==> src/rtl/cpu_trace_tx_pkg.sv <==
// Shared constants, FSM encoding and byte-select helper for the CPU trace transmitter.
// One record is six CPU fields; one frame is sync + sequence + 44 record bytes.
package cpu_trace_tx_pkg;

    localparam int REC_W      = 352;
    localparam int SEQ_W      = 8;
    localparam int FRAME_LEN  = 46;
    localparam int DATA_BYTES = FRAME_LEN - 2;

    localparam logic [7:0] DEFAULT_SYNC_BYTE = 8'hA5;
    localparam logic [5:0] LAST_IDX          = 6'(DATA_BYTES - 1);

    typedef enum logic [1:0] {
        ST_IDLE = 2'd0,
        ST_HDR  = 2'd1,
        ST_SEQ  = 2'd2,
        ST_DATA = 2'd3
    } tx_state_e;

    // Byte 0 is the least significant byte of counter.
    function automatic logic [7:0] rec_byte(input logic [REC_W-1:0] rec,
                                            input logic [5:0]       idx);
        return rec[{idx, 3'b000} +: 8];
    endfunction

endpackage

==> src/rtl/trace_fifo.sv <==
// Synchronous FIFO for trace entries; the head entry is presented combinationally.
// Latency: a push is visible at the head after one edge. Full is judged before a same-cycle pop.
module trace_fifo #(
    parameter int WIDTH = 8,
    parameter int DEPTH = 4,
    localparam int AW = (DEPTH > 1) ? $clog2(DEPTH) : 1
) (
    input  logic             clk,
    input  logic             rst,
    input  logic             push_i,
    input  logic             pop_i,
    input  logic [WIDTH-1:0] din_i,
    output logic [WIDTH-1:0] dout_o,
    output logic             full_o,
    output logic             empty_o,
    output logic [AW:0]      count_o
);

    localparam logic [AW:0] FULL_CNT = DEPTH[AW:0];

    logic [WIDTH-1:0] mem_q [DEPTH];
    logic [AW-1:0]    wr_ptr_q;
    logic [AW-1:0]    rd_ptr_q;
    logic [AW:0]      count_q;
    logic             push_ok;
    logic             pop_ok;

    assign full_o  = (count_q == FULL_CNT);
    assign empty_o = (count_q == '0);
    assign count_o = count_q;
    assign dout_o  = mem_q[rd_ptr_q];
    assign push_ok = push_i && !full_o;
    assign pop_ok  = pop_i && !empty_o;

    always_ff @(posedge clk) begin
        if (rst) begin
            wr_ptr_q <= '0;
            rd_ptr_q <= '0;
            count_q  <= '0;
        end else begin
            if (push_ok) wr_ptr_q <= wr_ptr_q + 1'b1;
            if (pop_ok)  rd_ptr_q <= rd_ptr_q + 1'b1;
            if (push_ok && !pop_ok)      count_q <= count_q + 1'b1;
            else if (pop_ok && !push_ok) count_q <= count_q - 1'b1;
        end
    end

    // Storage needs no reset: pointers and count define which entries are live.
    always_ff @(posedge clk) begin
        if (push_ok) mem_q[wr_ptr_q] <= din_i;
    end

endmodule

==> src/rtl/cpu_trace_tx.sv <==
// Captures CPU state records into a FIFO and serialises each as a 46-byte framed byte stream.
// Latency: capture at edge N into an idle, empty block shows the sync byte after edge N+1.
// Backpressure: tx_valid/tx_data hold while tx_ready is low; captures into a full FIFO are dropped and counted.
module cpu_trace_tx
    import cpu_trace_tx_pkg::*;
#(
    parameter int         FIFO_DEPTH = 4,
    parameter logic [7:0] SYNC_BYTE  = DEFAULT_SYNC_BYTE
) (
    input  logic        clock,
    input  logic        reset,
    input  logic        capture_en,
    input  logic [63:0] counter,
    input  logic [31:0] instruction,
    input  logic [63:0] read1,
    input  logic [63:0] read2,
    input  logic [63:0] ALUout,
    input  logic [63:0] memdata,
    output logic [7:0]  tx_data,
    output logic        tx_valid,
    input  logic        tx_ready,
    output logic        overflow,
    output logic [15:0] drop_count
);

    localparam int FIFO_W = SEQ_W + REC_W;
    localparam int CNT_W  = $clog2(FIFO_DEPTH) + 1;

    tx_state_e         state_q, state_d;
    logic [5:0]        idx_q, idx_d;
    logic              tx_valid_q, tx_valid_d;
    logic [7:0]        tx_data_q, tx_data_d;
    logic [SEQ_W-1:0]  seq_q;
    logic              overflow_q;
    logic [15:0]       drop_count_q;

    logic [FIFO_W-1:0] head;
    logic [SEQ_W-1:0]  head_seq;
    logic [REC_W-1:0]  head_rec;
    logic              fifo_full;
    logic              fifo_empty;
    logic [CNT_W-1:0]  fifo_count;
    logic              pop;
    logic              accept;
    logic              drop;
    logic              xfer;

    assign accept = capture_en && !fifo_full && !reset;
    assign drop   = capture_en && fifo_full && !reset;
    assign xfer   = tx_valid_q && tx_ready;

    trace_fifo #(
        .WIDTH (FIFO_W),
        .DEPTH (FIFO_DEPTH)
    ) u_fifo (
        .clk     (clock),
        .rst     (reset),
        .push_i  (capture_en),
        .pop_i   (pop),
        .din_i   ({seq_q, memdata, ALUout, read2, read1, instruction, counter}),
        .dout_o  (head),
        .full_o  (fifo_full),
        .empty_o (fifo_empty),
        .count_o (fifo_count)
    );

    assign head_seq = head[FIFO_W-1 -: SEQ_W];
    assign head_rec = head[REC_W-1:0];

    always_comb begin
        state_d    = state_q;
        idx_d      = idx_q;
        tx_valid_d = tx_valid_q;
        tx_data_d  = tx_data_q;
        pop        = 1'b0;
        case (state_q)
            ST_IDLE: begin
                if (!fifo_empty) begin
                    state_d    = ST_HDR;
                    tx_valid_d = 1'b1;
                    tx_data_d  = SYNC_BYTE;
                end
            end
            ST_HDR: begin
                if (xfer) begin
                    state_d   = ST_SEQ;
                    tx_data_d = head_seq;
                end
            end
            ST_SEQ: begin
                if (xfer) begin
                    state_d   = ST_DATA;
                    idx_d     = 6'd0;
                    tx_data_d = rec_byte(head_rec, 6'd0);
                end
            end
            ST_DATA: begin
                if (xfer) begin
                    if (idx_q == LAST_IDX) begin
                        pop   = 1'b1;
                        idx_d = 6'd0;
                        // A capture landing on the popping edge keeps the FIFO non-empty.
                        if (fifo_count > CNT_W'(1) || accept) begin
                            state_d   = ST_HDR;
                            tx_data_d = SYNC_BYTE;
                        end else begin
                            state_d    = ST_IDLE;
                            tx_valid_d = 1'b0;
                            tx_data_d  = 8'h00;
                        end
                    end else begin
                        idx_d     = idx_q + 6'd1;
                        tx_data_d = rec_byte(head_rec, idx_q + 6'd1);
                    end
                end
            end
            default: begin
                state_d    = ST_IDLE;
                tx_valid_d = 1'b0;
                tx_data_d  = 8'h00;
            end
        endcase
    end

    always_ff @(posedge clock) begin
        if (reset) begin
            state_q      <= ST_IDLE;
            idx_q        <= 6'd0;
            tx_valid_q   <= 1'b0;
            tx_data_q    <= 8'h00;
            seq_q        <= '0;
            overflow_q   <= 1'b0;
            drop_count_q <= 16'h0000;
        end else begin
            state_q    <= state_d;
            idx_q      <= idx_d;
            tx_valid_q <= tx_valid_d;
            tx_data_q  <= tx_data_d;
            if (accept) seq_q <= seq_q + 1'b1;
            if (drop) begin
                overflow_q <= 1'b1;
                if (drop_count_q != 16'hFFFF) drop_count_q <= drop_count_q + 16'd1;
            end
        end
    end

    assign tx_valid   = tx_valid_q;
    assign tx_data    = tx_data_q;
    assign overflow   = overflow_q;
    assign drop_count = drop_count_q;

endmodule

==> config.mk <==
export PLATFORM = sky130hd
export DESIGN_NAME = cpu_trace_tx
export DESIGN_NICKNAME = d
export VERILOG_FILES = /design/src/rtl/cpu_trace_tx_pkg.sv /design/src/rtl/trace_fifo.sv /design/src/rtl/cpu_trace_tx.sv
export SDC_FILE = /design/constraint.sdc
export NUM_CORES = 1
export LEC_CHECK = 0
export ABC_AREA = 1
export BUFFER_PORTS_ARGS = -buffer_cell sky130_fd_sc_hd__buf_2
export CAP_MARGIN = 20
export CORE_ASPECT_RATIO = 1.75
export CORE_MARGIN = 1
export CORE_UTILIZATION = 45
export CTS_CLUSTER_DIAMETER = 100
export DETAILED_ROUTE_END_ITERATION = 10
export MAX_ROUTING_LAYER = met4
export PLACE_DENSITY_LB_ADDON = 0.05
export SLEW_MARGIN = 10
export SYNTH_ARGS = -nofsm -noshare
export SYNTH_HDL_FRONTEND = slang
export SYNTH_HIERARCHICAL = 1
export SYNTH_SLANG_ARGS = --single-unit
==> constraint.sdc <==
create_clock -name clock -period 43.4 [get_ports clock]
set_input_delay 2.17 -clock clock [delete_from_list [all_inputs] [get_ports clock]]
set_output_delay 2.17 -clock clock [all_outputs]
set_load 0.01 [all_outputs]
[Word level (Yosys, flattened, before mapping)]
Memories as Yosys holds them, arrays and structs flattened. A register that Yosys moved wholly into a read port is not among the register bits.
Cells that the tools add are included.
Storage, ports and cells
  register bits after elaboration: 49
  latch bits: 0
  memories kept: 1
  bits of input ports: 356
  logic and storage cells: 88
  memory bits (writable): 1440
  bits in read-only memories: 0
Memories
  u_fifo.mem_q: words 4, width 360, rd ports 1, clocked after Yosys merged registers in 1, wr ports 1, RTL line trace_fifo.sv:21  | logic [WIDTH-1:0] mem_q [DEPTH];
Operators by class
  $lt $le $gt $ge: 1
  add/sub/neg operators: 7
  shift-type cells: 1
  div/mod/pow operators: 0
  $mul: 0
  reductions and logical operators: 24
  bitwise operators: 0
  eq/ne operators: 12
  mux-type cells: 32
Operator list (count)
  $shiftx A352 B10 Y8: 1
  $mux W8: 6
  $pmux W8 S4: 1
  $mux W6: 3
  $add A16 B1 Y16 const B: 1
  $ne A16 B16 Y1 const B: 1
  $mux W2: 7
  $ne A2 B2 Y1 const B: 6
  $pmux W6 S2: 1
  $mux W1: 10
  $reduce_and A5 Y1: 2
  $add A8 B1 Y8 const B: 1
  $logic_and A1 B1 Y1: 8
  $pmux W2 S4: 1
  $add A6 B1 Y6 const B: 1
  $eq A6 B6 Y1 const B: 1
  $mux W3: 2
  $reduce_bool A2 Y1: 3
  $logic_not A1 Y1: 5
  $add A2 B1 Y2 const B: 2
  $eq A2 B2 Y1 const B: 2
  $reduce_and A4 Y1: 1
  $add A3 B1 Y3 const B: 1
  $eq A3 B3 Y1 const B: 1
  other kinds (9): 9

[Depth between registers and ports, before layout]
  depth in word-level cells: 9
  mapped depth: 19
  mapped depth without buffers: 15

[By module]
Netlist, hierarchy kept.
Modules (own cells, without submodules)
  trace_fifo: area an instance 53780.3 um^2, cells each 3550, seq. area each 43421.6 um^2, times used 1
  cpu_trace_tx: area an instance 5751.8 um^2, cells each 1106, seq. area each 840.8 um^2, times used 1

[Worst setup path before layout]
No wires, ideal clock.
  path type: input to register
  start: input capture_en
  end: memory u_fifo/mem_q[0][0] (netlist name), enable pin
  setup time: 1.090 ns
  path slack: 25.133 ns
  stages: 2
  arrival time: 17.177 ns
  cell sequence: nand2_1 -> nor2_1
Between the ends
  cells in the longest elaborated chain, start to end: 3
Ends and longest elaborated chain
  start: declaration: RTL line cpu_trace_tx.sv:12  | input logic capture_en,
  $logic_and A1 B1 Y1: RTL line trace_fifo.sv:32  | assign push_ok = push_i && !full_o;
  $mux W1: RTL line trace_fifo.sv:50  | if (push_ok) mem_q[wr_ptr_q] <= din_i;
  $mux W1 (implied by the code): RTL line trace_fifo.sv:50
  end: declaration: RTL line trace_fifo.sv:21
Every way passes these cells.

[Final worst setup path]
  start: input capture_en
  end: memory u_fifo/mem_q[2][144] (netlist name), enable pin
The elaborated chain is that of the path after synthesis.

==> key figures <==
Run status
  – Status: finished, final reports clean

Power
  – Clock share of power: roughly two fifths
  – Sw power: about 700 uW
  – Comb power frac: between 6 and 7%
  – Pwr Total: between 3000 and 4000 uW
  – Reg power frac: 54.2%
  – P_int: roughly 2400 uW
  – Lkg Pwr: about 0.023 uW
  – Sw Ratio: between 20 and 25%
  – Worst VDD drop: about 0.000036 V
  – PwrDens: 46.7 nW/um^2

STA
  – Headroom to the max-slew limit: between 20% and 30%
  – Worst-margin pin slew: 1.08 ns
  – Fin crit period: 6.31 ns
  – RSZ-0062 raised after global routing: no
  – Setup-failing EPs final: 0
  – Setup TNS: 0 ns
  – Final Hold Fails: 0
  – Final slew viol count: 0
  – Achievable Freq: ~160 MHz
  – Skew final: around 0.032 ns
  – Final worst-path cycle share: 14.5%

Cells and area
  – Area growth from synthesis to layout: 12.6%
  – Nets: around 5300
  – Share of post-route cells with drive strength above 1: ~13%
  – FILL cells: approximately 11000
  – Final Util: about half
  – Multi-input gate area: 13000 sq um
  – Flip-flop and latch area: between 40000 and 50000 sq um

Place
  – Routability cong.: approximately 0.8
  – Count of input and output buffers: between 300 and 400
  – DP Wirelength: 97.9 mm

Drt
  – Routed len/inst: 24.9 microns
  – Antenna Nets Post-Route: 0
  – Pre-antenna DRT Iters: 8
  – Avg Vias per Cell: 5.64
  – Total vias in the final route: between 30000 and 40000
  – Post-route DRC: 0
  – First DRT Iteration DRCs: approximately 2900
  – Final wirelength: 169 mm

Critical path
  – CP Buf/Inv Count: 6
  – R2r startpoint: u_fifo/count_o[1]
  – Critical Path Fanout Max: 55
  – CP Data Arrival Time: 6.69 ns
  – Crit. Startpoint: capture_en
  – Crit path depth: 8
  – CP top delay family: buffers and inverters
  – Crit path required time: 43.79 ns
  – Largest stage delay on the critical path: ~0.74 ns
  – Top cell by count, worst path: buf_4
  – CP Capture Type: flip-flop
  – CP Launch Type: primary input
  – FF-to-FF path depth: 9
  – Slowest CP cell: buf_4
  – Crit-path cells: buf_2 > nand2_1 > nor2_4 > buf_4 > buf_4 > buf_4 > buf_4 > buf_4
  – Setup Crit Path Kind: in -> reg

Global route
  – Top Usage Layer GRT: met2
  – First-pass GRT wire length: approximately 250 mm
  – Largest net degree at the start of global routing: 291
  – Initial antenna violation count: between 60 and 70
  – Grt met1 use: 31.4%
  – Grt ovf: 0
  – GR Util All Layers: between 20% and 30%
  – Met3 GRT Util: 5.64%
  – Met2 usage: between 40% and 50%
  – Vias in the first global route: ~37000

Hold path
  – Hold Crit Depth: 2
  – Type of the tightest min-delay check: reg -> reg
  – Worst hold start: tx_data[4]

Run
  – Max-cap violations: 0

Floorplan
  – Die height: between 400 and 500 microns
  – Initial Utilization: 45.4%
  – Die area: between 100000 and 150000 sq um
  – IO Pins: 382
  – Die Wd: around 280 microns
  – Num rows: ~180
  – Core area: 131000 sq um

Clock network
  – Num CTS Buffers: 140
  – Root Driver: clkbuf_16
  – Clock tree from TritonCTS: built
  – Clk_lat worst skew: 0.76 ns
  – Worst-path clk slew: 0.06 ns
  – H-tree levels: 4
  – Longest Clk Path Bufs: 3
  – Setup bufs post-CTS: 0
  – Sink Count: approximately 1500
  – CTS resizes: 0
  – # hold bufs at CTS: 0

Yosys
  – Synthesized flop and latch total: between 1000 and 1500
  – Syn Nets: 5026
  – Post-synthesis cell type count: 43
  – Sequential area share after synthesis: ~74%
  – Cells after synthesis: between 4000 and 5000
  – Fraction of registers with async set/reset: 0%
  – Most used DFF post-synth: edfxtp_1
  – Count of flip-flops with a built-in enable after synthesis: between 1000 and 1500
  – Mean Syn Cell Area: ~13 sq um
  – Netlist Area Pre-Place: 59500 sq um
  – YS warnings: 6
==> cell usage in the layout (no fill, tap or decap), types with 3 or more instances in the layout <==
cell type  count
o21ai_1      222
clkinv_8       3
dfxtp_1       48
clkinv_1      26
nand3_1      126
inv_6          3
o211ai_1      43
nor2_4         5
buf_12         8
o22ai_1      371
a31oi_1        3
nand2_1      305
nor3_1        15
clkbuf_16    148
edfxtp_1    1440
a221oi_1       4
clkinv_2      18
o221ai_1       5
nand4_1        3
nor2_1       921
ha_1          12
o21ai_0      647
buf_4         55
diode_2       50
buf_2        381
bufinv_16     13
a21oi_1       31
dfxtp_4        3
inv_1        107
clkbuf_1      37
==> metal layers <==
| metal | part of all wire (%) | vias up |
|---|---|---|
| met1 | 41 | 19196 |
| met2 | 50 | 1033 |
| met5 | 0 | - |
| met3 | 6.0 | 237 |
| met4 | 2.6 | 0 |
| li1 | - | 17724 |
==> stage by stage <==
step | worst slack (ns) | instance area [sq um] | std cells | hold WS, ns
after floorplan | 25.13 | 59500 | 4656 | 0.445
after global placement | 35.67 | 62300 | 6475 | 0.452
after detailed placement | 35.59 | 62400 | 6476 | 0.459
after CTS | 36.41 | 66900 | 6724 | 0.470
after global routing | 36.84 | 67000 | 6771 | 0.488
final | 37.10 | 67000 | 6775 | 0.469
==> registers in the layout (all words and copies together), names as in the netlist, named ones only <==
name             flops
overflow             1
drop_count          16
seq_q                8
u_fifo/mem_q      1440
state_q              2
idx_q                6
tx_valid             1
u_fifo/wr_ptr_q      2
u_fifo/count_o       3
u_fifo/rd_ptr_q      2
tx_data              8
==> power groups by stage <==
stage	Clock (uW)	Combinational (uW)	Sequential [uW]
2_1_floorplan	0	107	1780
3_3_place_gp	0	213	1720
3_5_place_dp	0	214	1730
4_1_cts	1250	215	1690
5_1_grt	1300	232	1700
6_report	1220	210	1690
==> worst reg2reg max path, cell delays in order, from the launching register on <==
cell	delay, ns
dfxtp_1	0.39
nor2_1	0.08
nand2_1	0.13
nand2_1	0.26
nor2_4	0.44
buf_4	0.73
buf_4	0.78
buf_4	0.74
buf_4	0.79
buf_4	0.64
==> worst paths after layout <==
kind	end	slack [ns]
max	u_fifo/mem_q[2][144]	37.10
min	tx_data[4]	0.47
max reg2reg	u_fifo/mem_q[2][144]	38.05
min reg2reg	tx_data[4]	0.47
==> logic make-up (layout without fill, tap and decap cells) <==
group                    Yosys count  after routing  share of synthesized area (%)
AND/OR/NAND/NOR                 1387           1387                           9.14
adder cells (fa/ha/maj)           14             14                          0.307
flip-flops                      1491           1491                           74.4
buffers and inverters            428            806                           3.86
AO/OA/AOI/OAI                   1329           1329                           12.2
XOR/XNOR                           7              7                          0.128
other                              0             50                              0
==> cells in the mapped netlist (2+ instances only) <==
| library cell | n | area, sq um |
|---|---|---|
| edfxtp_1 | 1440 | 43200 |
| nor2_1 | 925 | 3470 |
| o21ai_0 | 647 | 3240 |
| o22ai_1 | 371 | 2320 |
| nand2_1 | 305 | 1140 |
| o21ai_1 | 222 | 1110 |
| nand3_1 | 126 | 631 |
| clkbuf_1 | 110 | 413 |
| buf_2 | 109 | 546 |
| inv_1 | 107 | 402 |
| buf_6 | 53 | 597 |
| dfxtp_1 | 51 | 1020 |
| o211ai_1 | 43 | 323 |
| buf_4 | 38 | 285 |
| a21oi_1 | 31 | 155 |
| nor3_1 | 15 | 75.1 |
| ha_1 | 13 | 163 |
| o221ai_1 | 5 | 43.8 |
| a221oi_1 | 4 | 35.0 |
| a31oi_1 | 3 | 18.8 |
| clkbuf_2 | 3 | 15.0 |
| inv_2 | 3 | 11.3 |
| nand4_1 | 3 | 18.8 |
| xor2_1 | 3 | 26.3 |
| buf_1 | 2 | 7.51 |
| nand3b_1 | 2 | 15.0 |
| nor2_2 | 2 | 12.5 |
| nor3b_1 | 2 | 15.0 |
| nor4_1 | 2 | 12.5 |
| xnor2_1 | 2 | 17.5 |
| xor2_2 | 2 | 32.5 |
==> layout make-up <==
cell class	instances	share of cell area [%]
clock buffers	186	5.75
flip-flops and latches	1491	66.1
diodes	50	0.187
inverters	113	0.691
repair buffers	445	3.72
multi-input cells	2737	19.5
clock inverters	62	0.967
well taps	1691	3.16
(Power assumes the default switching activity.)
